### src/rtl/sampq_unpack_if.sv
// Bundle of the sample-queue stream, unpacked-field stream and 8-bit register bus
// used by sampq_unpack.
//   sample / sample_valid / sample_ready : packed 32-bit entries into the unpacker
//   field / field_valid / field_ready    : unpacked 16-bit fields out of the unpacker
//   wb_*                                 : register bus (write strobes, address, data, ack)
// The slave modport is the unpacker's view; master is the view of whatever drives it.
interface sampq_unpack_if;
    logic [31:0] sample;
    logic        sample_valid;
    logic        sample_ready;
    logic [15:0] field;
    logic        field_valid;
    logic        field_ready;
    logic        wb_stb_i;
    logic        wb_cyc_i;
    logic        wb_we_i;
    logic [15:0] wb_adr_i;
    logic [7:0]  wb_dat_i;
    logic [7:0]  wb_dat_o;
    logic        wb_ack_o;

    modport slave (
        input  sample, sample_valid, field_ready,
        input  wb_stb_i, wb_cyc_i, wb_we_i, wb_adr_i, wb_dat_i,
        output sample_ready, field, field_valid, wb_dat_o, wb_ack_o
    );

    modport master (
        output sample, sample_valid, field_ready,
        output wb_stb_i, wb_cyc_i, wb_we_i, wb_adr_i, wb_dat_i,
        input  sample_ready, field, field_valid, wb_dat_o, wb_ack_o
    );
endinterface

### src/rtl/sampq_unpack.sv
// Sample-queue unpacker: takes 32-bit packed entries and emits their N fields of
// W bits each (most significant field first), zero-extended to 16 bits plus a
// programmable offset. A small register file selects the packing type, offset and
// enable, and exposes a 16-bit count of fully emitted entries.
// Ports:
//   clk   : clock, all state on the rising edge
//   rst_n : asynchronous active-low reset
//   bus   : sampq_unpack_if.slave (sample stream in, field stream out, register bus)
module sampq_unpack (
    input logic           clk,
    input logic           rst_n,
    sampq_unpack_if.slave bus
);

    logic        enable_q, enable_d;
    logic [2:0]  dtype_q, dtype_d;
    logic [15:0] offset_q, offset_d;
    logic [15:0] count_q, count_d;
    logic        full_q, full_d;
    logic [2:0]  k_q, k_d;
    logic [31:0] hold_q, hold_d;

    logic [2:0]  last_k;
    logic [3:0]  width;
    logic [2:0]  rem;
    logic [4:0]  shamt;
    logic [15:0] mask;
    logic        wr;
    logic [2:0]  adr;
    logic        at_last;
    logic        sample_ready;
    logic        sample_fire;
    logic        field_fire;
    logic        disable_req;
    logic        unused_bits;

    // Packing type -> (field count - 1, field width); unknown types fall back to 4x8.
    always_comb begin
        last_k = 3'd3;
        width  = 4'd8;
        case (dtype_q)
            3'd1:    begin last_k = 3'd2; width = 4'd10; end
            3'd2:    begin last_k = 3'd1; width = 4'd13; end
            3'd3:    begin last_k = 3'd5; width = 4'd5;  end
            3'd4:    begin last_k = 3'd4; width = 4'd6;  end
            default: begin last_k = 3'd3; width = 4'd8;  end
        endcase
    end

    // Field k sits (N-1-k) fields above bit 0; widest shift is 5*5=25.
    assign rem   = last_k - k_q;
    assign shamt = 5'({2'b00, rem} * {1'b0, width});
    assign mask  = 16'((17'd1 << width) - 17'd1);

    assign bus.field       = (16'(hold_q >> shamt) & mask) + offset_q;
    assign bus.field_valid = full_q;
    assign bus.wb_ack_o    = 1'b1;

    assign adr          = bus.wb_adr_i[2:0];
    assign wr           = bus.wb_cyc_i & bus.wb_stb_i & bus.wb_we_i;
    assign at_last      = (k_q == last_k);
    // A new entry may land in the same cycle the last field of the current one leaves.
    assign sample_ready = enable_q & (~full_q | (bus.field_ready & at_last));
    assign sample_fire  = bus.sample_valid & sample_ready;
    assign field_fire   = full_q & bus.field_ready;
    assign disable_req  = wr & (adr == 3'd0) & ~bus.wb_dat_i[0];

    assign bus.sample_ready = sample_ready;

    assign unused_bits = ^{bus.wb_adr_i[15:3], bus.wb_dat_i[7], bus.wb_dat_i[3:1]};

    always_comb begin
        enable_d = enable_q;
        dtype_d  = dtype_q;
        offset_d = offset_q;
        count_d  = count_q;
        full_d   = full_q;
        k_d      = k_q;
        hold_d   = hold_q;

        // Type and offset are frozen while enabled so an entry never changes shape mid-way.
        if (wr) begin
            case (adr)
                3'd0: begin
                    enable_d = bus.wb_dat_i[0];
                    if (!enable_q) dtype_d = bus.wb_dat_i[6:4];
                end
                3'd2: if (!enable_q) offset_d[7:0]  = bus.wb_dat_i;
                3'd3: if (!enable_q) offset_d[15:8] = bus.wb_dat_i;
                default: ;
            endcase
        end

        // Clear beats a coincident increment.
        if (wr && (adr == 3'd4 || adr == 3'd5)) begin
            count_d = 16'd0;
        end else if (field_fire && at_last) begin
            count_d = count_q + 16'd1;
        end

        // Disabling drops any partially emitted entry.
        if (disable_req) begin
            full_d = 1'b0;
            k_d    = 3'd0;
        end else if (sample_fire) begin
            hold_d = bus.sample;
            full_d = 1'b1;
            k_d    = 3'd0;
        end else if (field_fire) begin
            if (at_last) begin
                full_d = 1'b0;
                k_d    = 3'd0;
            end else begin
                k_d = k_q + 3'd1;
            end
        end
    end

    always_comb begin
        bus.wb_dat_o = 8'h00;
        case (adr)
            3'd0:    bus.wb_dat_o = {1'b0, dtype_q, 3'b000, enable_q};
            3'd2:    bus.wb_dat_o = offset_q[7:0];
            3'd3:    bus.wb_dat_o = offset_q[15:8];
            3'd4:    bus.wb_dat_o = count_q[7:0];
            3'd5:    bus.wb_dat_o = count_q[15:8];
            default: bus.wb_dat_o = 8'h00;
        endcase
    end

    always_ff @(posedge clk or negedge rst_n) begin
        if (!rst_n) begin
            enable_q <= 1'b0;
            dtype_q  <= 3'd0;
            offset_q <= 16'd0;
            count_q  <= 16'd0;
            full_q   <= 1'b0;
            k_q      <= 3'd0;
            hold_q   <= 32'd0;
        end else begin
            enable_q <= enable_d;
            dtype_q  <= dtype_d;
            offset_q <= offset_d;
            count_q  <= count_d;
            full_q   <= full_d;
            k_q      <= k_d;
            hold_q   <= hold_d;
        end
    end

endmodule

### src/flat_wrapper.sv
// flat-port wrapper written by rule: the top's interface ports become plain ports
module sampq_unpack_flat 
  (clk, rst_n, bus_sample, bus_sample_valid, bus_field_ready, bus_wb_stb_i, bus_wb_cyc_i, bus_wb_we_i, bus_wb_adr_i, bus_wb_dat_i, bus_sample_ready, bus_field, bus_field_valid, bus_wb_dat_o, bus_wb_ack_o);
  sampq_unpack_if bus_i ();
  input logic clk;
  input logic rst_n;
  input wire logic [$bits(bus_i.sample)-1:0] bus_sample;
  input wire logic [$bits(bus_i.sample_valid)-1:0] bus_sample_valid;
  input wire logic [$bits(bus_i.field_ready)-1:0] bus_field_ready;
  input wire logic [$bits(bus_i.wb_stb_i)-1:0] bus_wb_stb_i;
  input wire logic [$bits(bus_i.wb_cyc_i)-1:0] bus_wb_cyc_i;
  input wire logic [$bits(bus_i.wb_we_i)-1:0] bus_wb_we_i;
  input wire logic [$bits(bus_i.wb_adr_i)-1:0] bus_wb_adr_i;
  input wire logic [$bits(bus_i.wb_dat_i)-1:0] bus_wb_dat_i;
  output wire logic [$bits(bus_i.sample_ready)-1:0] bus_sample_ready;
  output wire logic [$bits(bus_i.field)-1:0] bus_field;
  output wire logic [$bits(bus_i.field_valid)-1:0] bus_field_valid;
  output wire logic [$bits(bus_i.wb_dat_o)-1:0] bus_wb_dat_o;
  output wire logic [$bits(bus_i.wb_ack_o)-1:0] bus_wb_ack_o;
  assign bus_i.sample = bus_sample;
  assign bus_i.sample_valid = bus_sample_valid;
  assign bus_i.field_ready = bus_field_ready;
  assign bus_i.wb_stb_i = bus_wb_stb_i;
  assign bus_i.wb_cyc_i = bus_wb_cyc_i;
  assign bus_i.wb_we_i = bus_wb_we_i;
  assign bus_i.wb_adr_i = bus_wb_adr_i;
  assign bus_i.wb_dat_i = bus_wb_dat_i;
  assign bus_sample_ready = bus_i.sample_ready;
  assign bus_field = bus_i.field;
  assign bus_field_valid = bus_i.field_valid;
  assign bus_wb_dat_o = bus_i.wb_dat_o;
  assign bus_wb_ack_o = bus_i.wb_ack_o;
  sampq_unpack u_core (.clk(clk), .rst_n(rst_n), .bus(bus_i));
endmodule
### config.mk
export PLATFORM = sky130hd
export DESIGN_NAME = sampq_unpack_flat
export DESIGN_NICKNAME = d
export VERILOG_FILES = /design/src/rtl/sampq_unpack_if.sv /design/src/rtl/sampq_unpack.sv /design/src/flat_wrapper.sv
export SDC_FILE = /design/constraint.sdc
export NUM_CORES = 1
export LEC_CHECK = 0
export CAP_MARGIN = 5
export CELL_PAD_IN_SITES_DETAIL_PLACEMENT = 1
export CELL_PAD_IN_SITES_GLOBAL_PLACEMENT = 2
export CORE_MARGIN = 2
export CORE_UTILIZATION = 38
export CTS_CLUSTER_DIAMETER = 150
export CTS_CLUSTER_SIZE = 8
export DETAILED_ROUTE_END_ITERATION = 10
export MAX_ROUTING_LAYER = met4
export PLACE_DENSITY_LB_ADDON = 0.1
export SETUP_SLACK_MARGIN = 0.4
export SKIP_CTS_REPAIR_TIMING = 1
export SLEW_MARGIN = 20
export SYNTH_ARGS = -nofsm -noshare
export SYNTH_HDL_FRONTEND = slang
export SYNTH_SLANG_ARGS = --single-unit
### constraint.sdc
create_clock -name clk -period 13.1 [get_ports clk]
set_input_delay 1.965 -clock clk [delete_from_list [all_inputs] [get_ports clk]]
set_output_delay 1.965 -clock clk [all_outputs]
set_load 0.02 [all_outputs]
* Word-level counts from Yosys, hierarchy flattened *
Index checks and enable logic that the tools add are counted.

word-level totals
  register bits = 72
  input bits = 63
  output and inout bits = 27
  logic and storage cells = 65

cells by class
  add/sub/neg operators = 5
  multiply operators = 1
  equality and inequality tests = 9
  shifts and indexed selects = 2
  muxes and demuxes = 13
  bitwise operators = 14
  reductions and logical operators = 13

operator list
  operator                                                               number
  8-bit one-hot mux with 5 select lines                                  1
  16-bit 2-to-1 mux                                                      2
  32-bit by 5-bit right shift with 16-bit output                         1
  16-bit by 1-bit adder with 16-bit output, second input constant        1
  16-bit adder                                                           1
  16-bit bitwise AND                                                     1
  4-bit one-hot mux with 4 select lines                                  1
  1-bit by 4-bit left shift with 16-bit output, first input constant     1
  16-bit by 1-bit subtractor with 16-bit output, second input constant   1
  3-bit by 2-bit equality test with 1-bit output, second input constant  4
  3-bit 2-to-1 mux                                                       4
  3-bit one-hot mux with 4 select lines                                  1
  3-bit equality test, second input constant                             3
  3-bit AND reduction                                                    3
  1-bit bitwise AND                                                      8
  2-bit AND reduction                                                    3
  3-bit nonzero test                                                     2
  3-bit by 4-bit multiplier with 5-bit output                            1
  1-bit 2-to-1 mux                                                       4
  1-bit inverter                                                         4
  3-bit by 1-bit adder with 3-bit output, second input constant          1
  3-bit by 1-bit equality test with 1-bit output, second input constant  1
  3-bit equality test                                                    1
  3-bit logical NOT                                                      1
  other kinds (5)                                                        6

* Logic depth before layout (Yosys ltp) *
  depth in word-level cells = 9
  gate-level depth with buffers = 27

* Least setup slack after synthesis *
OpenSTA, ideal clock, no wires.

  path kind = register -> output
  start point = reg u_core.dtype_q[0]
  end point = out bus_field[12]
  arrival time = 6.740 ns
  setup slack = 4.395 ns
  cell stages (with the launch flop) = 27
  path buffers = 5
  path through = dfrtp_1 clkbuf_1 nand2b_1 a21oi_1 ha_1 fa_1 xor2_1 xor2_1 nand2_1 fa_1 inv_1 ha_1 inv_1 fa_1 clkbuf_1 buf_1 clkbuf_1 clkbuf_1 mux2_2 ha_1 fa_1 a21o_1 and4_1 o21a_1 or2_2 a21oi_1 xnor2_1

on the way
  longest elaborated chain between the ends = 7
  elaborated cells between the ends (all ways) = 13

ends and longest elaborated chain
  element                                         RTL line             text
  from (decl)                                     sampq_unpack.sv:16   logic [2:0] dtype_q, dtype_d;
  from (signal assigned)                          sampq_unpack.sv:142  dtype_q <= dtype_d;
  3-bit equality test (tied with other cells)     sampq_unpack.sv:41   case (dtype_q)
  3-bit one-hot mux with 4 select lines           sampq_unpack.sv:41
  3-bit subtractor                                sampq_unpack.sv:51   assign rem = last_k - k_q;
  3-bit by 4-bit multiplier with 5-bit output     sampq_unpack.sv:52   assign shamt = 5'({2'b00, rem} * {1'b0, width});
  32-bit by 5-bit right shift with 16-bit output  sampq_unpack.sv:55   assign bus.field = (16'(hold_q >> shamt) & mask) + offset_q;
  16-bit bitwise AND *                            sampq_unpack.sv:55
  16-bit adder *                                  sampq_unpack.sv:55
  to (decl)                                       flat_wrapper.sv:16   output wire logic [$bits(bus_i.field)-1:0] bus_field;

Mark *: on every way between the ends. The rest lies on a longest branch, timed or not.

* Final worst setup path *
  start point = reg u_core.dtype_q[2]
  end point = out bus_field[12]

Same word-level chain as after synthesis.

==> summary.md <==
| Metric | Value |
|---|---|
| Crit path setup slack, layout | 2910 ps |
| Syn Inst Count | 588 |
| Commonest non-fill, non-tap cells in the layout | 74 x mux2i_1, 74 x clkdlybuf4s50_1, 72 x dfrtp_1, 56 x mux2_2, 40 x nand2_1 |
| CTS tree | yes |
| Comb pwr share | 71.4% |
| Antenna Cells | 0 |
| Port Buffers | 75 |
| Synth top area cells | dfrtp_1 30%, mux2i_1 12%, mux2_2 10% |
| Clock Path Buffers | 2 |
| Fillers | 1712 |
| Total Routing Usage GR | 21.8% |
| Dpl ws | 3340 ps |
| Yosys top cell area share | 29.8% |
| Sequential share of power | 16.3% |
| Routed len/inst | 19.5 µm |
| # Max-Cap Violations | 0 |
| TritonRoute pass-1 iters | 4 |
| Worst Setup End Kind | primary output |
| Die ar. | 16900 µm² |
| Layout cells sized above 1 | 17.1% |
| Critical path type | reg -> out |
| Die Span X | 130 µm |
| CTS buffer count | 9 |
| Register area | 1800 µm² |
| DRT iter0 DRCs | 260 |
| Hold Fails Final Rpt | 0 |
| PwrDens | 319 nW/µm² |
| Hold slack | 523 ps |
| Syn avg cell area | 10.3 µm² |
| Count of cell types in the netlist | 70 |
| Minimum clock period | 10190 ps |
| Cell taking the most area after synthesis | dfrtp_1 |
| Number of global-route vias before repair | 5061 |
| Final instance area | 7320 µm² |
| EDFF count, synth | 0 |
| First-pass GRT wire length | 27600 µm |
| #FFs+latches synth | 72 |
| Initial Utilization | 38.5% |
| Post-route ant nets | 0 |
| Post-Place Cell Area | 6980 µm² |
| Hold Path Class | reg -> reg |
| Clk slew on worst S/H paths | 60 ps |
| Synth warn | 0 |
| Sequential fraction of the synthesis area | 29.8% |
| Final WL | 17000 µm |
| Remaining Overflow, GRT | 0 |
| Pin count of the biggest net entering global routing | 73 |
| Critical path required time | 11140 ps |
| Asr flop ratio synth | 100% |
| Chip height | 130 µm |
| I/O pins | 90 |
| Fin Clk Skew | 9.36 ps |
| Mapped Area | 6040 µm² |
| CP startpoint kind | register |
| # DRC | 0 |
| Lkg Pwr | 3.13 nW |
| Crit Path Max Fanout | 16 |
| Tot Pwr | 2.33 mW |
| RSZ-0062 raised after global routing | no |
| Nets | 741 |
| Inst Count DP | 856 |
| Final Core Density | 46.6% |
| Status | complete, no violations |
| Worst-margin pin slew | 1080 ps |
| Main synth FF type | dfrtp_1 |
| Sw Pwr | 1.07 mW |
| Clock power share | 12.4% |
| Post-DP HPWL | 13000 µm |
| Row cnt | 46 |
| Core region area | 15700 µm² |
| Peak VDD IR | 216 µV |
| Final setup viols | 0 |
| FMAX | 98.2 MHz |
| Non-Filler Instances | 872 |
| Vias/cell | 5.49 |
| Vias | 4783 |
| WP data arrival | 8220 ps |
| H-tree depth | 3 |
| Switching Share | 46.0% |
| Setup TNS | 0 ps |
| Pins Over Slew Limit | 0 |
| Reg2Reg Setup Slack | 9690 ps |
| Fin crit share | 77.8% |
| Clock Latency Late Sink | 340 ps |
| Clock sink count | 72 |
| RD Place Congestion | 0.848 |
| Slew headroom | 27.7% |
| Footprint of the multi-input gates | 4050 µm² |
| Antenna violations before repair | 0 |
| Area grow syn2layout | 21.2% |
| Int Pwr | 1.26 mW |
| Clk root buf | clkbuf_16 |
[cells by family after synthesis]
logic type / after synthesis / synth area share [%]
xor gates and xnor gates: 30 / 4.60
AOI/OAI and AO/OA: 97 / 11.3
other: 2 / 0.124
and+or+nand+nor: 156 / 13.5
DFF: 72 / 29.8
adders and majority gates: 27 / 6.21
buffers and inverters: 48 / 3.46
muxes: 156 / 31.1
[cell usage after synthesis, types with 3 or more instances]
cell,n
or3_1,3
mux2_2,56
nand3_1,11
clkbuf_1,20
ha_1,22
xnor2_1,13
o22ai_1,5
fa_1,5
o221ai_1,5
nor3b_1,5
nand2b_1,14
a22oi_1,4
nor2_1,35
dfrtp_1,72
a21o_1,6
mux4_2,19
buf_4,4
xor2_1,15
buf_2,5
nand4_1,6
and3_1,3
a211oi_1,4
nor3_1,13
nand2_1,40
mux2i_1,74
o21ai_0,13
mux2_1,7
inv_1,15
buf_1,3
and2_1,5
a21oi_1,28
nor2b_1,6
a311oi_1,4
[registers in the layout (all words and copies together), names as in the netlist]
register and flops:
u_core.hold_q 32, u_core.count_q 16, u_core.offset_q 16, u_core.dtype_q 3, u_core.k_q 3, u_core.bus.field_valid 1, u_core.enable_q 1
[cell type report]
class                      instances  share of cell area (%)
clock buffer                      11                    3.31
tap                              216                    3.69
sequential                        72                    24.6
clock inverter                     5                    1.42
timing repair buffer              82                    10.9
inverter                          15                   0.769
multi-input combinational        471                    55.3
[power groups by stage]
stage | Clock (mW) | Sequential, mW | Combinational (mW)
after floorplan | 0 | 0.345 | 1.20
after global placement | 0 | 0.378 | 1.64
after detailed placement | 0 | 0.384 | 1.67
after CTS | 0.297 | 0.381 | 1.67
after global routing | 0.306 | 0.394 | 1.81
final | 0.289 | 0.380 | 1.67
[routing by layer]
metal / global-route usage [%] / wire length (µm) / part of all wire (%)
met1: 30.4 / 8380 / 49
met2: 33.4 / 7890 / 47
met3: 3.44 / 524 / 3.1
met4: 4.74 / 165 / 0.97
met5: - / 0 / 0
[final timing paths]
check / start / endpoint / cells past startpoint
worst max-delay path: u_core.dtype_q[2] / bus_field[12] / 25
worst max register to register: u_core.dtype_q[2] / u_core.hold_q[14] / 9
max in group asynchronous: rst_n / u_core.offset_q[1] / 2
worst min register to register: u_core.hold_q[0] / u_core.hold_q[0] / 1
min in group asynchronous: rst_n / u_core.hold_q[20] / 2
worst min-delay path: u_core.hold_q[0] / u_core.hold_q[0] / 1
[critical path: stages (launching register included)]
cell             delay [ps]
dfrtp_1                 630
nor3b_1                 690
nor2_1                  130
inv_1                   150
fa_1                    200
xor2_1                  460
xor2_1                  200
nand2_1                 100
fa_1                    500
inv_1                    70
ha_1                    150
inv_1                    50
fa_1                    380
xnor2_1                 220
xnor2_2                 690
mux4_2                  440
mux2_2                  280
ha_1                    220
fa_1                    410
a21o_1                  220
and4_1                  220
o21a_1                  220
or2_2                   300
a21oi_1                 190
xnor2_1                 140
clkdlybuf4s50_1         630
Note: power is estimated with default switching activity, not from simulation.
